**src/rtl/fht_input_loader.sv**
```systemverilog
// ADC sample stream to radix-4 FHT input RAM loader with frame sequencing.
// Optional FHT_LOADER_OFFSET_BIN_EN: treat iSAMPLE as offset binary.
module fht_input_loader #(
  parameter  int N        = 1024,
  parameter  int BANK_NUM = 4,
  parameter  int ADC_BIT  = 15,
  localparam int A_BIT    = $clog2(N / BANK_NUM),
  localparam int C_BIT    = $clog2(N) + 1
) (
  input  logic               iCLK,
  input  logic               iRESET,
  input  logic               iARM,
  input  logic               iCONT,
  input  logic               iABORT,
  input  logic               iVALID,
  input  logic [ADC_BIT-1:0] iSAMPLE,
  input  logic               iRDY,
  output logic [ADC_BIT:0]   oDATA,
  output logic [A_BIT-1:0]   oADDR_WR,
  output logic [BANK_NUM-1:0] oWE,
  output logic               oSTART,
  output logic               oBUSY,
  output logic               oFRAME_DONE,
  output logic               oOVERRUN,
  output logic [C_BIT-1:0]   oCNT
);

  localparam int B_BIT = $clog2(BANK_NUM);
  localparam logic [C_BIT-1:0] C_LAST = C_BIT'(N - 1);

  typedef enum logic [2:0] {
    S_IDLE,
    S_LOAD,
    S_START,
    S_WBUSY,
    S_WRDY
  } state_t;

  state_t              r_state;
  logic [C_BIT-1:0]    r_cnt;
  logic [ADC_BIT:0]    r_data;
  logic [A_BIT-1:0]    r_addr;
  logic [BANK_NUM-1:0] r_we;
  logic                r_start;
  logic                r_busy;
  logic                r_done;
  logic                r_ovr;

  logic [ADC_BIT-1:0]  w_smp;
  logic [ADC_BIT:0]    w_ext;
  logic [BANK_NUM-1:0] w_we;

`ifdef FHT_LOADER_OFFSET_BIN_EN
  assign w_smp = {~iSAMPLE[ADC_BIT-1], iSAMPLE[ADC_BIT-2:0]};
`else
  assign w_smp = iSAMPLE;
`endif

  assign w_ext = {w_smp[ADC_BIT-1], w_smp};

  function automatic logic [B_BIT-1:0] bitrev(
    input logic [B_BIT-1:0] b
  );
    logic [B_BIT-1:0] r;
    for (int k = 0; k < B_BIT; k++)
      r[k] = b[B_BIT-1-k];
    return r;
  endfunction

  // Logical bank sits in the index MSBs; RAM banks are bit-reversed.
  always_comb begin
    w_we = '0;
    w_we[bitrev(r_cnt[C_BIT-2:A_BIT])] = 1'b1;
  end

  always_ff @(posedge iCLK or negedge iRESET) begin
    if (!iRESET) begin
      r_state <= S_IDLE;
      r_cnt   <= '0;
      r_data  <= '0;
      r_addr  <= '0;
      r_we    <= '0;
      r_start <= 1'b0;
      r_busy  <= 1'b0;
      r_done  <= 1'b0;
      r_ovr   <= 1'b0;
    end else begin
      r_we    <= '0;
      r_start <= 1'b0;
      r_done  <= 1'b0;
      if (iABORT) begin
        r_state <= S_IDLE;
        r_cnt   <= '0;
        r_busy  <= 1'b0;
      end else begin
        unique case (r_state)
          S_IDLE: begin
            if (iARM) begin
              r_state <= S_LOAD;
              r_cnt   <= '0;
              r_ovr   <= 1'b0;
              r_busy  <= 1'b1;
            end
          end
          S_LOAD: begin
            if (iVALID) begin
              r_data <= w_ext;
              r_addr <= r_cnt[A_BIT-1:0];
              r_we   <= w_we;
              r_cnt  <= r_cnt + C_BIT'(1);
              if (r_cnt == C_LAST)
                r_state <= S_START;
            end
          end
          S_START: begin
            r_start <= 1'b1;
            r_state <= S_WBUSY;
            if (iVALID)
              r_ovr <= 1'b1;
          end
          S_WBUSY: begin
            if (!iRDY)
              r_state <= S_WRDY;
            if (iVALID)
              r_ovr <= 1'b1;
          end
          S_WRDY: begin
            if (iVALID)
              r_ovr <= 1'b1;
            if (iRDY) begin
              r_done <= 1'b1;
              if (iCONT) begin
                r_state <= S_LOAD;
                r_cnt   <= '0;
              end else begin
                r_state <= S_IDLE;
                r_busy  <= 1'b0;
              end
            end
          end
          default: begin
            r_state <= S_IDLE;
            r_busy  <= 1'b0;
          end
        endcase
      end
    end
  end

  assign oDATA       = r_data;
  assign oADDR_WR    = r_addr;
  assign oWE         = r_we;
  assign oSTART      = r_start;
  assign oBUSY       = r_busy;
  assign oFRAME_DONE = r_done;
  assign oOVERRUN    = r_ovr;
  assign oCNT        = r_cnt;

endmodule

```
**config.mk**
```make
export PLATFORM = sky130hd
export DESIGN_NAME = fht_input_loader
export DESIGN_NICKNAME = d
export VERILOG_FILES = /design/src/rtl/fht_input_loader.sv
export SDC_FILE = /design/constraint.sdc
export NUM_CORES = 1
export LEC_CHECK = 0
export ABC_CLOCK_PERIOD_IN_PS = 2500
export CORE_ASPECT_RATIO = 0.9
export CORE_MARGIN = 8
export CORE_UTILIZATION = 50
export DETAILED_ROUTE_END_ITERATION = 7
export PLACE_DENSITY = 0.85
export SETUP_SLACK_MARGIN = 0.5
export SYNTH_ARGS = -nofsm -noshare
export SYNTH_HDL_FRONTEND = slang
export SYNTH_SLANG_ARGS = --single-unit
```
**constraint.sdc**
```tcl
create_clock -name iCLK -period 2.5 [get_ports iCLK]
set_input_delay 0.5 -clock iCLK [delete_from_list [all_inputs] [get_ports iCLK]]
set_output_delay 0.5 -clock iCLK [all_outputs]
set_load 0.05 [all_outputs]
```
==> impl_metrics.yaml, run 1 <==
run_status:
  status: "completed"
global_routing:
  grt_start_max_net_pins: 46
  grt_pass1_wl_um: 8220
  grt_use_met2_pct: 21.9
  grt_util_met3_pct: 6.12
  grt_antenna_before_repair: 0
  use_met1_pct: 20.5
  grt_busiest_layer: "met2"
  overflow: 0
  first_global_vias: 1640
  grt_use_total_pct: 15.2
synthesis:
  synth-seq-area-share_pct: 54.5
  ys_warn_count: 0
  syn_nets: 217
  synth-edff-count: 0
  ys_types: 42
  syn_inst: 194
  synthesis.area_um2: 2070
  ys_async_sr_fraction_pct: 100
  syn_area_per_cell_um2: 10.6
  ys_seq_elements: 45
  synth-main-ff-cell: "dfrtp_1"
drt:
  vias: 1659
  first_iter_violations: 64
  ant_nets: 0
  drc_errors: 0
  dr.pass1.iters: 4
  wl_per_cell_um: 15.5
  drt-total-wl_um: 4790
  routed_via_density: 5.39
clock_tree:
  clkTransAtPathRegs_ns: 0.08
  numCtsBuffers: 5
  insertion_delay_ns: 0.29
  cts_buffer_depth: 2
  cts_max_level: 2
  cts_num_sinks: 45
  cts_tree: "built"
  root_buffer: "clkbuf_8"
timing:
  slew_headroom_pct: 64.8
  worst-slew-pin-transition_ns: 0.528
  finalHoldViolCount: 0
  rsz0062_at_grt: "no"
  finalWorstSetupSlack_ns: 0.553
  maxSlewViolCount: 0
  max_freq_mhz: 514
  setup_violations: 0
  fin_skew_ns: 0.00304
  min_period_ns: 1.95
  tns_ns: 0
  post-route-period-util_pct: 77.9
final_layout:
  drive_above_1_share_pct: 10.8
  area_delta_synth_final_pct: 37.8
  num-fill-cells: 303
  fin_nets: 282
  final_common_cell: "nand2_1"
  layout_common_cells: "53 x nand2_1, 45 x dfrtp_1, 28 x clkdlybuf4s50_1"
  diodes: 0
setup_path:
  critPathTopFamily: "buffers and inverters"
  worst-setup-path-type: "reg -> out"
  crit_end: "oDATA[9]"
  crit_buf_inv: 1
  worstSetupStartpoint: "oDATA[9]"
  r2r_slack_ns: 0.72
  crit_path_end_kind: "output port"
  critPathLaunchType: "flop"
  max_stage_delay_ns: 0.80
  critPathMaxFanout: 2
  worstSetupPathDepth: 1
  cp_slowest_cell: "clkdlybuf4s50_1"
  reg2reg_from: "oCNT[1]"
  reg2reg_depth: 5
  worstPathArrival_ns: 1.45
  timing.rr.end: "oCNT[8]"
  path_cells: "clkdlybuf4s50_1"
  crit_required_ns: 2.00
placed_design:
  detailed_place_hpwl_um: 3430
  post-place-ws_ns: 0.171
  io_buffers: 64
  gp_congestion: 0.890
die:
  die-area_um2: 6450
  rows: 22
  die_w_um: 83.8
  die_height_um: 77.0
  ios: 65
  core_area_um2: 4020
  initial_core_util_pct: 51.4
job:
  maxCapViolations: 0
hold_path:
  hp-class: "in -> async"
power_and_ir_drop:
  vdd_drop_max_mv: 0.342
  power.density_nw_per_um2: 718
  p_leak_uw: 0.00174
[cell type report]
cell class | instances | area, um^2 | share of cell area (%)
clock buffers | 6 | 72.6 | 2.55
well taps | 48 | 60.1 | 2.11
clock inverters | 2 | 10.0 | 0.352
repair buffers | 69 | 728 | 25.6
inverters | 5 | 18.8 | 0.659
multi-input cells | 133 | 831 | 29.2
flip-flops and latches | 45 | 1130 | 39.6
[where the power goes]
group,total (uW),switching [uW],internal [uW]
combinational,745,497,248
clock,424,231,194
sequential,875,56.2,819
[per-stage QoR]
step | util (%) | instance area, um^2 | hold slack (ns) | instances | total power [uW]
detailed placement | 67.7 | 2720 | 0.462 | 300 | 1650
global placement | 67.7 | 2720 | 0.456 | 300 | 1630
floorplan | - | 2070 | 0.204 | 194 | 1370
CTS | 69.4 | 2790 | 0.185 | 308 | 2080
global route | 70.8 | 2850 | 0.171 | 308 | 2160
finish | 70.8 | 2850 | 0.172 | 308 | 2040
[cells by family after synthesis]
group | after synthesis | synth area share [%]
adders and majority gates | 1 | 0.606
DFF | 45 | 54.5
and+or+nand+nor | 91 | 21.6
muxes | 10 | 6.84
AOI/OAI and AO/OA | 31 | 11.2
buffers and inverters | 16 | 5.27
[layer usage]
metal,vias up,wire (um)
met2,72,2180
met1,779,2170
li1,801,-
met5,-,0
met4,0,44
met3,7,388
[worst min path at each step]
stage	start	end	slack, ns	cells past startpoint
2_1_floorplan	iRESET	oADDR_WR[0]	0.20	0
4_1_cts	iRESET	oCNT[7]	0.18	2
3_3_place_gp	oDATA[12]	oDATA[12]	0.46	2
5_1_grt	iRESET	oADDR_WR[1]	0.17	2
6_report	iRESET	oDATA[2]	0.17	2
3_5_place_dp	oDATA[11]	oDATA[11]	0.46	2
[synth_stat cells, types with 2 or more instances]
| library cell | number | area (um^2) |
|---|---|---|
| nand2_1 | 53 | 199 |
| a21o_1 | 2 | 15.0 |
| a21oi_1 | 6 | 30.0 |
| nand2b_1 | 4 | 25.0 |
| nor4_1 | 4 | 25.0 |
| inv_1 | 5 | 18.8 |
| o21ai_0 | 4 | 20.0 |
| buf_4 | 4 | 30.0 |
| dfrtp_1 | 45 | 1130 |
| a31oi_1 | 3 | 18.8 |
| a211o_1 | 4 | 35.0 |
| buf_6 | 4 | 45.0 |
| nor2_1 | 5 | 18.8 |
| buf_2 | 3 | 15.0 |
| nor3_1 | 6 | 30.0 |
| mux2_4 | 8 | 120 |
| nand3_1 | 4 | 20.0 |
| and3_1 | 4 | 25.0 |
| o21ba_1 | 2 | 20.0 |
| nor3b_1 | 2 | 15.0 |
[sequential cells by signal, indices dropped and copies added (netlist names)]
signal	count
oDATA	15
oCNT	11
oADDR_WR	8
oWE	4
r_state	3
oBUSY	1
oFRAME_DONE	1
oOVERRUN	1
oSTART	1
[repair_timing]
item / 4_1_cts / 5_1_grt
hold buffers: 0 / 0
resized for setup: 12 / 23
setup buffers: 0 / 0
setup endpoints to repair: 13 / 23
Power figures use the tool's default switching activity.
==> inputs of run 2 (changes only) <==
Settings changed: ABC_CLOCK_PERIOD_IN_PS 2500 to 1760, CORE_UTILIZATION 50 to 42, PLACE_DENSITY 0.85 to 0.76.
Clock period 2.5 ns to 1.76 ns, I/O delays scaled along.
==> run 2 against run 1 <==
Sequential cell count is the same. Register-to-register slack lost 0.59 ns. Largest power group is now combinational logic. Combinational power rose by 76%. Cell count grew 24%. Clock-buffer cell count is 1 higher. Utilization grew 4.7 points. Global-route usage up 0.16 points. Sequential power is 44% higher. Worst hold slack better by 0.30 ns. Critical path type is now in -> reg.
==> impl_metrics.yaml, run 2 (same netlist as run 1, synthesis figures left out) <==
power_and_ir_drop:
  p_leak_uw: 0.00180
  vdd_drop_max_mv: 0.515
  power.density_nw_per_um2: 929
setup_path:
  crit_path_end_kind: "flop"
  worst-setup-path-type: "in -> reg"
  critPathTopFamily: "compound AO/OA/AOI/OAI gates"
  crit_buf_inv: 3
  worstPathArrival_ns: 1.84
  critPathMaxFanout: 9
  critPathLaunchType: "input pin"
  max_stage_delay_ns: 0.47
  crit_required_ns: 1.94
  path_cells: "clkdlybuf4s50_1 -> inv_1 -> o2111ai_2 -> o221ai_2 -> buf_12 -> a221o_1"
  cp_slowest_cell: "clkdlybuf4s50_1"
final_layout:
  fin_nets: 340
  area_delta_synth_final_pct: 75.7
  multi_input_area_um2: 1010
  drive_above_1_share_pct: 52.8
  largest_register_ff_count: 15
  num-fill-cells: 331
  final_util_pct: 75.5
  seq_area_um2: 1140
  final_common_cell: "buf_4"
  layout_common_cells: "56 x buf_4, 47 x nand2_1, 37 x buf_6"
  diodes: 0
clock_tree:
  numCtsBuffers: 5
  insertion_delay_ns: 0.29
  cts_max_level: 2
  cts_tree: "built"
  cts_num_sinks: 45
  cts_buffer_depth: 2
  root_buffer: "clkbuf_8"
  clkTransAtPathRegs_ns: 0.09
die:
  ios: 65
  initial_core_util_pct: 43.0
  rows: 24
  die_w_um: 89.9
  die_height_um: 82.5
  die-area_um2: 7420
  core_area_um2: 4800
drt:
  wl_per_cell_um: 17.3
  ant_nets: 0
  drc_errors: 0
  first_iter_violations: 107
  drt-total-wl_um: 6620
  routed_via_density: 5.13
  dr.pass1.iters: 4
  vias: 1965
global_routing:
  grt_pass1_wl_um: 9250
  grt_antenna_before_repair: 0
  grt_start_max_net_pins: 20
  grt_use_total_pct: 15.3
  overflow: 0
  first_global_vias: 1862
placed_design:
  detailed_place_hpwl_um: 3670
  io_buffers: 64
  gp_congestion: 0.848
job:
  maxCapViolations: 0
timing:
  rsz0062_at_grt: "yes"
  setup_violations: 0
  finalHoldViolCount: 0
  fin_skew_ns: 0.00646
  max_freq_mhz: 605
  post-route-period-util_pct: 94.0
  worst-slew-pin-transition_ns: 0.375
  slew_headroom_pct: 75.0
  tns_ns: 0
  maxSlewViolCount: 0
  min_period_ns: 1.65
hold_path:
  hp-class: "reg -> reg"
run_status:
  status: "completed"
==> run 2: cell types whose count changed in the layout (fill, tap and decap cells not counted), moves of 5 or more <==
cell / change
dfrtp_2: +13
nand2_2: +6
dlymetal6s2s_1: -23
clkdlybuf4s50_1: -10
buf_6: +37
dlygate4sd2_1: -10
dfrtp_1: -13
buf_8: +5
nand2_1: -6
buf_4: +52
==> run 2: stage by stage <==
stage	std cells	instance area, um^2	hold WS [ns]	power, uW	worst slack (ns)
detailed placement	332	2850	0.291	2350	-0.265
global placement	332	2850	0.285	2330	-0.226
floorplan	194	2160	0.0564	1960	0.132
finish	383	3630	0.476	3370	0.106
global route	383	3630	0.519	3520	0.0824
CTS	360	3230	0.480	3220	0.227
==> run 2: timing repair <==
action	in CTS	in global routing
hold buffers	1	0
resized for setup	30	43
setup endpoints to repair	53	70
endpoints found under the hold margin	15	0
pin swaps	11	14
setup buffers	18	20
cloned	1	3
==> run 2: worst min-delay path, stage by stage, from the launching register on <==
cell and delay, ns:
dfrtp_1 0.35, nand2_1 0.05, nand2_1 0.05
==> run 2: final timing paths <==
| check | from | to | slack, ns | cells past startpoint |
|---|---|---|---|---|
| max in group asynchronous | iRESET | oCNT[3] | 0.65 | 3 |
| setup / recovery | iARM | oCNT[10] | 0.11 | 6 |
| setup reg to reg | r_state[0] | oCNT[2] | 0.13 | 7 |
| min in group asynchronous | iRESET | oDATA[13] | 0.50 | 2 |
| hold reg to reg | oDATA[12] | oDATA[12] | 0.48 | 2 |
| hold / removal | oDATA[12] | oDATA[12] | 0.48 | 2 |
==> run 2: layout make-up <==
cell class / count / area share, %
flip-flops and latches: 45 / 31.5
multi-input cells: 134 / 28.0
well taps: 65 / 2.24
repair buffers: 126 / 34.6
clock buffers: 7 / 2.38
clock inverters: 1 / 0.828
inverters: 5 / 0.517
==> run 2: power breakdown <==
group / switching, uW / leakage, uW / internal [uW] / total [uW]
Sequential: 92.0 / 0.000580 / 1170 / 1260
Combinational: 790 / 0.00116 / 516 / 1310
Clock: 343 / 0.0000585 / 463 / 806
==> run 2: metal layers <==
metal | share of wire [%] | track usage [%]
met1 | 44 | 18.9
met2 | 49 | 25.8
met3 | 6.0 | 5.24
met4 | 0.91 | 3.48
met5 | 0 | 0
